**config.mk**
```make
export PLATFORM = sky130hd
export DESIGN_NAME = mac_reg_slave
export DESIGN_NICKNAME = d
export VERILOG_FILES = /design/src/rtl/mac_reg_slave.sv
export SDC_FILE = /design/constraint.sdc
export NUM_CORES = 1
export LEC_CHECK = 0
export BUFFER_PORTS_ARGS = -buffer_cell sky130_fd_sc_hd__buf_2
export CAP_MARGIN = 20
export CORE_UTILIZATION = 61
export CTS_CLUSTER_SIZE = 30
export DETAILED_ROUTE_END_ITERATION = 8
export GPL_ROUTABILITY_DRIVEN = 0
export PLACE_DENSITY_LB_ADDON = 0.05
export SLEW_MARGIN = 20
export SYNTH_ARGS = -nofsm -noshare
export SYNTH_HDL_FRONTEND = slang
export SYNTH_SLANG_ARGS = --single-unit
```
**constraint.sdc**
```tcl
create_clock -name clk -period 6.6 [get_ports clk]
set_clock_uncertainty 0.1 [all_clocks]
set_input_delay 0.66 -clock clk [delete_from_list [all_inputs] [get_ports clk]]
set_output_delay 0.66 -clock clk [all_outputs]
set_load 0.05 [all_outputs]
```
**src/rtl/mac_reg_slave.sv**
```systemverilog
// mac_reg_slave: MAC configuration register responder with a clause-22 MDIO bridge at 0x80-0x9F.
module mac_reg_slave #(
  parameter int          MDC_DIV      = 25,
  parameter int          RESET_CYCLES = 16,
  parameter logic [31:0] REV          = 32'h0000_0901
) (
  input  logic         clk,
  input  logic         rst,
  input  logic [7:0]   reg_addr,
  input  logic         reg_rd,
  input  logic         reg_wr,
  input  logic [31:0]  reg_writedata,
  output logic [31:0]  reg_readdata,
  output logic         reg_busy,
  output logic [31:0]  cmd_config,
  output logic         sw_reset,
  output logic [47:0]  mac_addr,
  output logic [127:0] fifo_thresh,
  output logic         mdc,
  output logic         mdio_out,
  output logic         mdio_oen,
  input  logic         mdio_in
);
  localparam int DW = $clog2(MDC_DIV + 1);
  localparam int RW = $clog2(RESET_CYCLES + 1);
  typedef enum logic [1:0] {IDLE, LOCAL, MDIO, GAP} state_t;
  state_t            state_q, state_d;
  logic              gap_q, gap_d, wr_q, wr_d, busy_q, busy_d, pre_q, pre_d;
  logic              mdc_q, mdc_d, out_q, out_d, oen_q, oen_d;
  logic [7:0]        addr_q, addr_d;
  logic [31:0]       wdata_q, wdata_d, rdata_q, rdata_d, scratch_q, scratch_d;
  logic [31:0]       cmd_q, cmd_d, mac0_q, mac0_d, rval;
  logic [15:0]       mac1_q, mac1_d, rd_q, rd_d;
  logic [7:0][15:0]  thr_q, thr_d;
  logic [4:0]        phy_q, phy_d;
  logic [RW-1:0]     rcnt_q, rcnt_d;
  logic [DW-1:0]     div_q, div_d;
  logic [6:0]        bit_q, bit_d;
  logic [63:0]       sh_q, sh_d, frame;
  logic [2:0]        tidx;
  logic              is_thr;
  assign tidx   = 3'(addr_q - 8'd7);
  assign is_thr = addr_q >= 8'h07 && addr_q <= 8'h0E;
  assign frame  = {32'hFFFF_FFFF, 2'b01, reg_wr ? 2'b01 : 2'b10, phy_q, reg_addr[4:0], 2'b10, reg_writedata[15:0]};
  always_comb begin
    rval = is_thr ? {16'b0, thr_q[tidx]} : '0;
    case (addr_q)
      8'h00:   rval = REV;
      8'h01:   rval = scratch_q;
      8'h02:   rval = cmd_q;
      8'h03:   rval = mac0_q;
      8'h04:   rval = {16'b0, mac1_q};
      8'h0F:   rval = {27'b0, phy_q};
      default: ;
    endcase
  end
  always_comb begin
    state_d = state_q; gap_d = gap_q; addr_d = addr_q; wdata_d = wdata_q; wr_d = wr_q;
    busy_d = busy_q; rdata_d = rdata_q; scratch_d = scratch_q; cmd_d = cmd_q; mac0_d = mac0_q;
    mac1_d = mac1_q; thr_d = thr_q; phy_d = phy_q; rcnt_d = rcnt_q; mdc_d = mdc_q; div_d = div_q;
    bit_d = bit_q; sh_d = sh_q; rd_d = rd_q; oen_d = oen_q; out_d = out_q; pre_d = pre_q;
    if (cmd_q[13]) begin
      if (rcnt_q == '0) cmd_d[13] = 1'b0;
      else rcnt_d = rcnt_q - 1'b1;
    end
    case (state_q)
      IDLE: if (reg_rd | reg_wr) begin
        addr_d  = reg_addr;
        wdata_d = reg_writedata;
        wr_d    = reg_wr;
        busy_d  = 1'b1;
        state_d = reg_addr[7] ? MDIO : LOCAL;
        if (reg_addr[7]) begin
          out_d = frame[63];
          sh_d  = {frame[62:0], 1'b1};
          oen_d = 1'b1;
          bit_d = '0;
          div_d = '0;
          rd_d  = '0;
          mdc_d = 1'b0;
          pre_d = 1'b1;
        end
      end
      LOCAL: begin
        busy_d  = 1'b0;
        rdata_d = rval;
        state_d = GAP;
        gap_d   = 1'b0;
        if (wr_q) begin
          if (is_thr) thr_d[tidx] = wdata_q[15:0];
          case (addr_q)
            8'h01: scratch_d = wdata_q;
            8'h02: begin cmd_d = wdata_q; rcnt_d = RW'(RESET_CYCLES - 1); end
            8'h03: mac0_d = wdata_q;
            8'h04: mac1_d = wdata_q[15:0];
            8'h0F: phy_d = wdata_q[4:0];
            default: ;
          endcase
        end
      end
      MDIO: begin
        // the first MDIO cycle only presents bit 0 so mdc starts its low phase one cycle later
        if (pre_q) pre_d = 1'b0;
        else if (div_q != DW'(MDC_DIV - 1)) div_d = div_q + 1'b1;
        else begin
          div_d = '0;
          mdc_d = ~mdc_q;
          if (!mdc_q) begin
            if (!wr_q && bit_q >= 7'd48 && !bit_q[6]) rd_d = {rd_q[14:0], mdio_in};
          end else if (bit_q == 7'd64) begin
            mdc_d   = 1'b0;
            busy_d  = 1'b0;
            rdata_d = {16'b0, rd_q};
            state_d = GAP;
            gap_d   = 1'b0;
          end else begin
            bit_d = bit_q + 1'b1;
            out_d = sh_q[63];
            sh_d  = {sh_q[62:0], 1'b1};
            oen_d = bit_q != 7'd63 && (wr_q || bit_q < 7'd45);
          end
        end
      end
      GAP: begin
        gap_d = 1'b1;
        if (gap_q) state_d = IDLE;
      end
      default: state_d = IDLE;
    endcase
  end
  always_ff @(posedge clk) begin
    if (rst) begin
      state_q <= IDLE; gap_q <= 1'b0; addr_q <= '0; wdata_q <= '0; wr_q <= 1'b0; busy_q <= 1'b0;
      rdata_q <= '0; scratch_q <= '0; cmd_q <= '0; mac0_q <= '0; mac1_q <= '0; thr_q <= '0;
      phy_q <= '0; rcnt_q <= '0; mdc_q <= 1'b0; div_q <= '0; bit_q <= '0; sh_q <= '0; rd_q <= '0;
      oen_q <= 1'b0; out_q <= 1'b1; pre_q <= 1'b0;
    end else begin
      state_q <= state_d; gap_q <= gap_d; addr_q <= addr_d; wdata_q <= wdata_d; wr_q <= wr_d;
      busy_q <= busy_d; rdata_q <= rdata_d; scratch_q <= scratch_d; cmd_q <= cmd_d; mac0_q <= mac0_d;
      mac1_q <= mac1_d; thr_q <= thr_d; phy_q <= phy_d; rcnt_q <= rcnt_d; mdc_q <= mdc_d;
      div_q <= div_d; bit_q <= bit_d; sh_q <= sh_d; rd_q <= rd_d; oen_q <= oen_d; out_q <= out_d;
      pre_q <= pre_d;
    end
  end
  assign reg_readdata = rdata_q;
  assign reg_busy     = busy_q;
  assign sw_reset     = cmd_q[13];
  assign cmd_config   = {cmd_q[31:2], cmd_q[13] ? 2'b00 : cmd_q[1:0]};
  assign mac_addr     = {mac1_q, mac0_q};
  assign fifo_thresh  = thr_q;
  assign mdc          = mdc_q;
  assign mdio_out     = out_q;
  assign mdio_oen     = oen_q;
endmodule

```
==> results.sh, run 1 <==
export IMPL_cp_num_buf_inv=1
export IMPL_final_cell_area_um2=20610
export IMPL_num_rows=62
export IMPL_ys_seq_elements=423
export IMPL_reg2reg_to="fifo_thresh[68]$_SDFFE_PP0P_"
export IMPL_first_pass_iters=7
export IMPL_cp_required_ns=6.88
export IMPL_cts_buffers_inserted=44
export IMPL_cp_start_kind="flip-flop"
export IMPL_maxCapViolCount=0
export IMPL_cts_tree="yes"
export IMPL_async_reset_ff_share_pct=0
export IMPL_synth_edff_count=0
export IMPL_synth_top_area_share_pct=47.04
export IMPL_start_util_pct=62.38
export IMPL_swShare_pct=33.80
export IMPL_worst_slew_pin_slew_ns=1.132
export IMPL_placed_area_um2=19280
export IMPL_crit_family="simple AND/OR/NAND/NOR gates"
export IMPL_hp_class="input pin to flip-flop"
export IMPL_antennaDiodeCount=0
export IMPL_ant_nets=0
export IMPL_power_switching_w=0.002351
export IMPL_p_leak_nw=8.068
export IMPL_synth_top_family_by_area="simple AND/OR/NAND/NOR gates"
export IMPL_ys_warn_count=0
export IMPL_clockRootBuffer="clkbuf_16"
export IMPL_post_cts_resize_count=0
export IMPL_synth_simple_area_share_pct=18.27
export IMPL_status="complete, no violations"
export IMPL_final_nets=2295
export IMPL_synthAdderAreaFrac_pct=0.9731
export IMPL_dp_hpwl_mm=33.70
export IMPL_critPathMaxFanout=36
export IMPL_synth_seq_area_share_pct=47.04
export IMPL_port_buffers=289
export IMPL_fmaxAchievable_ghz=0.2675
export IMPL_grt_pass1_wl_mm=83.44
export IMPL_ff2ff_setup_slack_ns=2.86
export IMPL_drc=0
export IMPL_synthTopCellsByArea="dfxtp_1 (47%), mux2i_1 (9.9%), nand2_1 (8.9%)"
export IMPL_cts_sinks=423
export IMPL_synth_xor_area_share_pct=0.4379
export IMPL_yosys_mux_area_fraction_pct=12.96
export IMPL_setup_tns_final_ns=0
export IMPL_drt_iter0_markers=1686
export IMPL_combinationalPowerShare_pct=22.5
export IMPL_synth_nets=2146
export IMPL_drt_wirelength_per_cell_um=20.08
export IMPL_rsz0062_at_grt="no"
export IMPL_overflow=0
export IMPL_drv_slew=0
export IMPL_p_seq_share_pct=44.4
export IMPL_totalWireLength_mm=53.17
export IMPL_cts_setup_buffers=0
export IMPL_clock_latency_ns=0.55
export IMPL_synth_compound_area_share_pct=14.22
export IMPL_io_pins=290
export IMPL_clockPowerShare_pct=33.1
export IMPL_drive_above_1_share_pct=18.73
export IMPL_dieHeight_um=173.8
export IMPL_vias=16160
export IMPL_path_cells="ha_1 > buf_4 > nand4b_1 > nand4_1 > or4_1 > mux2i_1 > nor2_1"
export IMPL_period_share_pct=56.63
export IMPL_slew_limit_headroom_pct=24.52
export IMPL_power_density_nw_per_um2=337.6
export IMPL_grt_usage_pct=34.47
export IMPL_fp_dieW_um=173.8
export IMPL_grt_max_degree=186
export IMPL_synthCells=2087
export IMPL_areaGrowthSynthToFinish_pct=14.49
export IMPL_ctsHoldBuffers=0
export IMPL_grt_pass1_vias=15230
export IMPL_core_area_um2=28860
export IMPL_die_area_um2=30200
export IMPL_cts_buffer_depth=3
export IMPL_timing_critical_path_slowest_stage_cell="or4_1"
export IMPL_period_minus_slack_ns=3.738
export IMPL_htree_levels=2
export IMPL_crit_type="flip-flop to flip-flop"
export IMPL_setup_viol=0
export IMPL_hold_viol=0
export IMPL_synth_ff_type="dfxtp_1"
export IMPL_synth_distinct_cells=62
export IMPL_min_from="reg_writedata[21]"
export IMPL_vdd_drop_max_mv=0.2378
export IMPL_clk_pin_slew_ns=0.06
export IMPL_antenna_found_initial=0
export IMPL_hold_path_end="wdata_q[21]$_SDFFE_PP0P_"
export IMPL_hold_path_cell_count=3
export IMPL_cp_end_kind="flip-flop"
export IMPL_vias_per_cell=6.102
export IMPL_utilization_pct=71.41
export IMPL_yosysMostFrequentCell="nand2_1"
export IMPL_synthTopCellsByCount="nand2_1 (425), dfxtp_1 (423), a21oi_1 (238)"
export IMPL_r2r_cells=7
export IMPL_r2r_start="addr_q[1]$_SDFFE_PP0P_"
export IMPL_syn_area_per_cell_um2=8.625
export IMPL_synthesis_area_um2=18000
export IMPL_cp_arrival_ns=4.02
export IMPL_p_int_w=0.004605
export IMPL_max_stage_delay_ns=1.19
export IMPL_synth_top_area_cell="dfxtp_1"
==> through the flow <==
| stage | power (W) | instances | hold slack [ns] | setup WS (ns) |
|---|---|---|---|---|
| CTS | 0.006949 | 2647 | 0.2316 | 2.942 |
| detailed placement | 0.004669 | 2573 | 0.3482 | 2.952 |
| finish | 0.006957 | 2648 | 0.2497 | 2.862 |
| global placement | 0.004623 | 2571 | 0.3385 | 3.053 |
| floorplan | 0.004220 | 2087 | 0.3326 | 3.918 |
| global route | 0.007255 | 2648 | 0.2518 | 2.691 |
==> layer usage <==
metal  track usage, %  up-vias  share of wire (%)
li1                 -     7452                  -
met1            44.56     7698                 40
met2            55.32      845                 47
met3            6.316      164                9.0
met4            17.43        0                4.8
met5                0        -                  0
==> tightest hold or removal path, stage by stage <==
cell and delay, ns:
buf_2 0.10, nand2_1 0.04, a21oi_1 0.05
==> sequential cells by signal, summed over array words and instances, names as in the netlist, 8 cells and up <==
register      count
mac0_q           32
mac1_q           16
reg_readdata     32
wdata_q          32
rd_q             16
fifo_thresh     128
cmd_q            32
scratch_q        32
sh_q             64
addr_q            8
==> placed cells by master, fill, tap and decap left out, types with 6 or more instances in the layout <==
| cell | n |
|---|---|
| a211oi_1 | 56 |
| a21oi_1 | 237 |
| a222oi_1 | 32 |
| a311oi_1 | 18 |
| and2_1 | 17 |
| buf_2 | 288 |
| buf_4 | 22 |
| clkbuf_1 | 16 |
| clkbuf_16 | 45 |
| clkbuf_8 | 6 |
| dfxtp_1 | 422 |
| ha_1 | 12 |
| inv_1 | 33 |
| mux2i_1 | 178 |
| mux4_2 | 24 |
| nand2_1 | 425 |
| nand2b_1 | 7 |
| nand3_1 | 21 |
| nor2_1 | 227 |
| nor3_1 | 30 |
| nor4_1 | 12 |
| o21ai_0 | 18 |
| o22ai_1 | 12 |
| or4_1 | 6 |
==> worst max-delay path by stage <==
stage	slack [ns]	depth (start not counted)	endpoint	from
after floorplan	3.92	9	fifo_thresh[101]$_SDFFE_PP0P_	addr_q[0]$_SDFFE_PP0P_
after global placement	3.05	7	fifo_thresh[9]$_SDFFE_PP0P_	addr_q[1]$_SDFFE_PP0P_
after detailed placement	2.95	7	fifo_thresh[78]$_SDFFE_PP0P_	addr_q[1]$_SDFFE_PP0P_
after CTS	2.94	7	fifo_thresh[2]$_SDFFE_PP0P_	addr_q[1]$_SDFFE_PP0P_
after global routing	2.69	7	fifo_thresh[8]$_SDFFE_PP0P_	addr_q[1]$_SDFFE_PP0P_
final	2.86	7	fifo_thresh[68]$_SDFFE_PP0P_	addr_q[1]$_SDFFE_PP0P_
==> layout make-up <==
type	count	area, um^2
clock buffer	67	1269
clock inverter	7	45.04
fill	2347	8249
inverter	34	127.6
multi-input combinational	1418	8519
sequential	423	8472
tap	384	480.5
timing repair buffer	315	1695
==> power groups by stage <==
stage / Combinational (W) / Sequential, W / Clock (W)
after floorplan: 0.00118 / 0.00304 / 0
after global placement: 0.00151 / 0.00312 / 0
after detailed placement: 0.00154 / 0.00313 / 0
after CTS: 0.00155 / 0.00308 / 0.00233
after global routing: 0.00171 / 0.00311 / 0.00244
final: 0.00157 / 0.00309 / 0.00230
==> cell families after synthesis <==
group / after synthesis
xor gates and xnor gates: 9
DFF: 423
and+or+nand+nor: 781
buffers and inverters: 246
AOI/OAI and AO/OA: 411
adders and majority gates: 14
muxes: 203
Power figures use the tool's default switching activity.
==> run 2: changes to the inputs <==
CORE_UTILIZATION = 57   (was 61)
clock period = 3.55 ns   (was 6.6 ns; I/O delays follow)
==> results.sh, run 2 (same netlist as run 1, synthesis figures left out) <==
export IMPL_grt_pass1_wl_mm=85.08
export IMPL_crit_family="buffers and inverters"
export IMPL_crit_path_frequent_cell="buf_4"
export IMPL_core_area_um2=30830
export IMPL_cp_end_kind="flip-flop"
export IMPL_wl_met2_mm=25.37
export IMPL_dr_wl_met3_mm=4.372
export IMPL_cts_buffers_inserted=44
export IMPL_drt_iter0_markers=1522
export IMPL_vias=15960
export IMPL_setup_viol=0
export IMPL_clock_latency_ns=0.54
export IMPL_clockRootBuffer="clkbuf_16"
export IMPL_hold_viol=0
export IMPL_htree_levels=2
export IMPL_grt_max_degree=122
export IMPL_post_cts_resize_count=0
export IMPL_start_util_pct=58.39
export IMPL_largest_register_ff_count=128
export IMPL_mostFrequentLayoutCell="nand2_1"
export IMPL_cp_required_ns=3.91
export IMPL_drt_wirelength_per_cell_um=20.00
export IMPL_overflow=0
export IMPL_grt_pass1_vias=15030
export IMPL_antenna_found_initial=0
export IMPL_cts_tree="yes"
export IMPL_fmaxAchievable_ghz=0.3271
export IMPL_crit_type="flip-flop to flip-flop"
export IMPL_num_rows=64
export IMPL_dp_cells=2611
export IMPL_dp_hpwl_mm=35.19
export IMPL_period_minus_slack_ns=3.057
export IMPL_hp_class="input pin to flip-flop"
export IMPL_worst_slew_pin_slew_ns=0.9829
export IMPL_drive_above_1_share_pct=19.74
export IMPL_setup_tns_final_ns=0
export IMPL_max_stage_delay_ns=0.65
export IMPL_power_density_nw_per_um2=632.5
export IMPL_clk_pin_slew_ns=0.06
export IMPL_utilization_pct=68.88
export IMPL_critPathMaxFanout=16
export IMPL_vdd_drop_max_mv=0.4411
export IMPL_port_buffers=289
export IMPL_cp_num_buf_inv=3
export IMPL_cts_sinks=423
export IMPL_fp_dieW_um=179.7
export IMPL_die_area_um2=32300
export IMPL_m1WireLength_mm=22.32
export IMPL_ant_nets=0
export IMPL_antennaDiodeCount=0
export IMPL_topRoutingLayerUsed="met4"
export IMPL_drv_slew=0
export IMPL_holdWs_ns=0.01746
export IMPL_final_nets=2349
export IMPL_io_pins=290
export IMPL_first_pass_iters=8
export IMPL_vias_per_cell=5.875
export IMPL_grt_usage_pct=32.99
export IMPL_layout_common_cells="nand2_1 (425), dfxtp_1 (422), buf_2 (288)"
export IMPL_p_total_w=0.01343
export IMPL_totalWireLength_mm=54.32
export IMPL_finalNonFillerCells=2716
export IMPL_dieHeight_um=179.7
export IMPL_drc=13
export IMPL_failed_checks="DRC"
export IMPL_cp_arrival_ns=3.41
export IMPL_p_leak_nw=8.381
export IMPL_cts_buffer_depth=3
export IMPL_status="complete, but fails checks"
export IMPL_cp_start_kind="flip-flop"
export IMPL_maxCapViolCount=0
export IMPL_slew_limit_headroom_pct=33.61
export IMPL_areaGrowthSynthToFinish_pct=17.96
export IMPL_period_share_pct=86.12
export IMPL_rsz0062_at_grt="no"
export IMPL_path_cells="inv_1 > ha_1 > buf_4 > buf_4 > mux4_2 > nor4_1 > a211oi_2 > a21oi_1"
export IMPL_timing_critical_path_slowest_stage_cell="ha_1"
## run 2: final cells by class
type | instances | area, um^2
tap | 396 | 495.5
multi-input combinational | 1418 | 8519
sequential | 423 | 8472
clock inverter | 13 | 145.1
timing repair buffer | 369 | 2180
inverter | 34 | 127.6
clock buffer | 63 | 1295
fill | 2536 | 9595
## run 2: final timing paths
kind / cells after the start / from / slack (ns) / to
min: 3 / reg_writedata[17] / 0.02 / wdata_q[17]$_SDFFE_PP0P_
min reg2reg: 2 / sh_q[32]$_SDFFE_PP0P_ / 0.35 / sh_q[32]$_SDFFE_PP0P_
max: 8 / addr_q[0]$_SDFFE_PP0P_ / 0.49 / reg_readdata[13]$_SDFFE_PP0P_
max reg2reg: 8 / addr_q[0]$_SDFFE_PP0P_ / 0.49 / reg_readdata[13]$_SDFFE_PP0P_
## run 2: worst min-delay path: stages
cell,delay (ns)
buf_2,0.11
nand2_1,0.07
a21oi_1,0.06
## run 2: routing by layer
metal	vias up	global-route usage [%]
met2	748	54.41
met5	-	0
met1	7512	42.33
met3	131	5.652
met4	0	15.00
li1	7566	-
## run 2: timing repair
| item | 4_1_cts | 5_1_grt |
|---|---|---|
| endpoints found under the hold margin | 29 | 0 |
| buffers inserted | 0 | 0 |
| hold buffers | 29 | 0 |
## run 2: power breakdown
group          total (W)  leakage, nW  switching (W)  internal (W)
combinational    0.00308         4.24        0.00207       0.00101
clock            0.00461        0.709        0.00187       0.00274
sequential       0.00574         3.43       0.000520       0.00522
total             0.0134         8.38        0.00446       0.00897
## run 2: stage by stage
| stage | cell area, um^2 | setup slack [ns] |
|---|---|---|
| after global routing | 21230 | 0.3243 |
| after detailed placement | 19500 | 0.5501 |
| after CTS | 21230 | 0.5270 |
| after global placement | 19500 | 0.6298 |
| after floorplan | 18000 | 0.8682 |
| final | 21230 | 0.4926 |
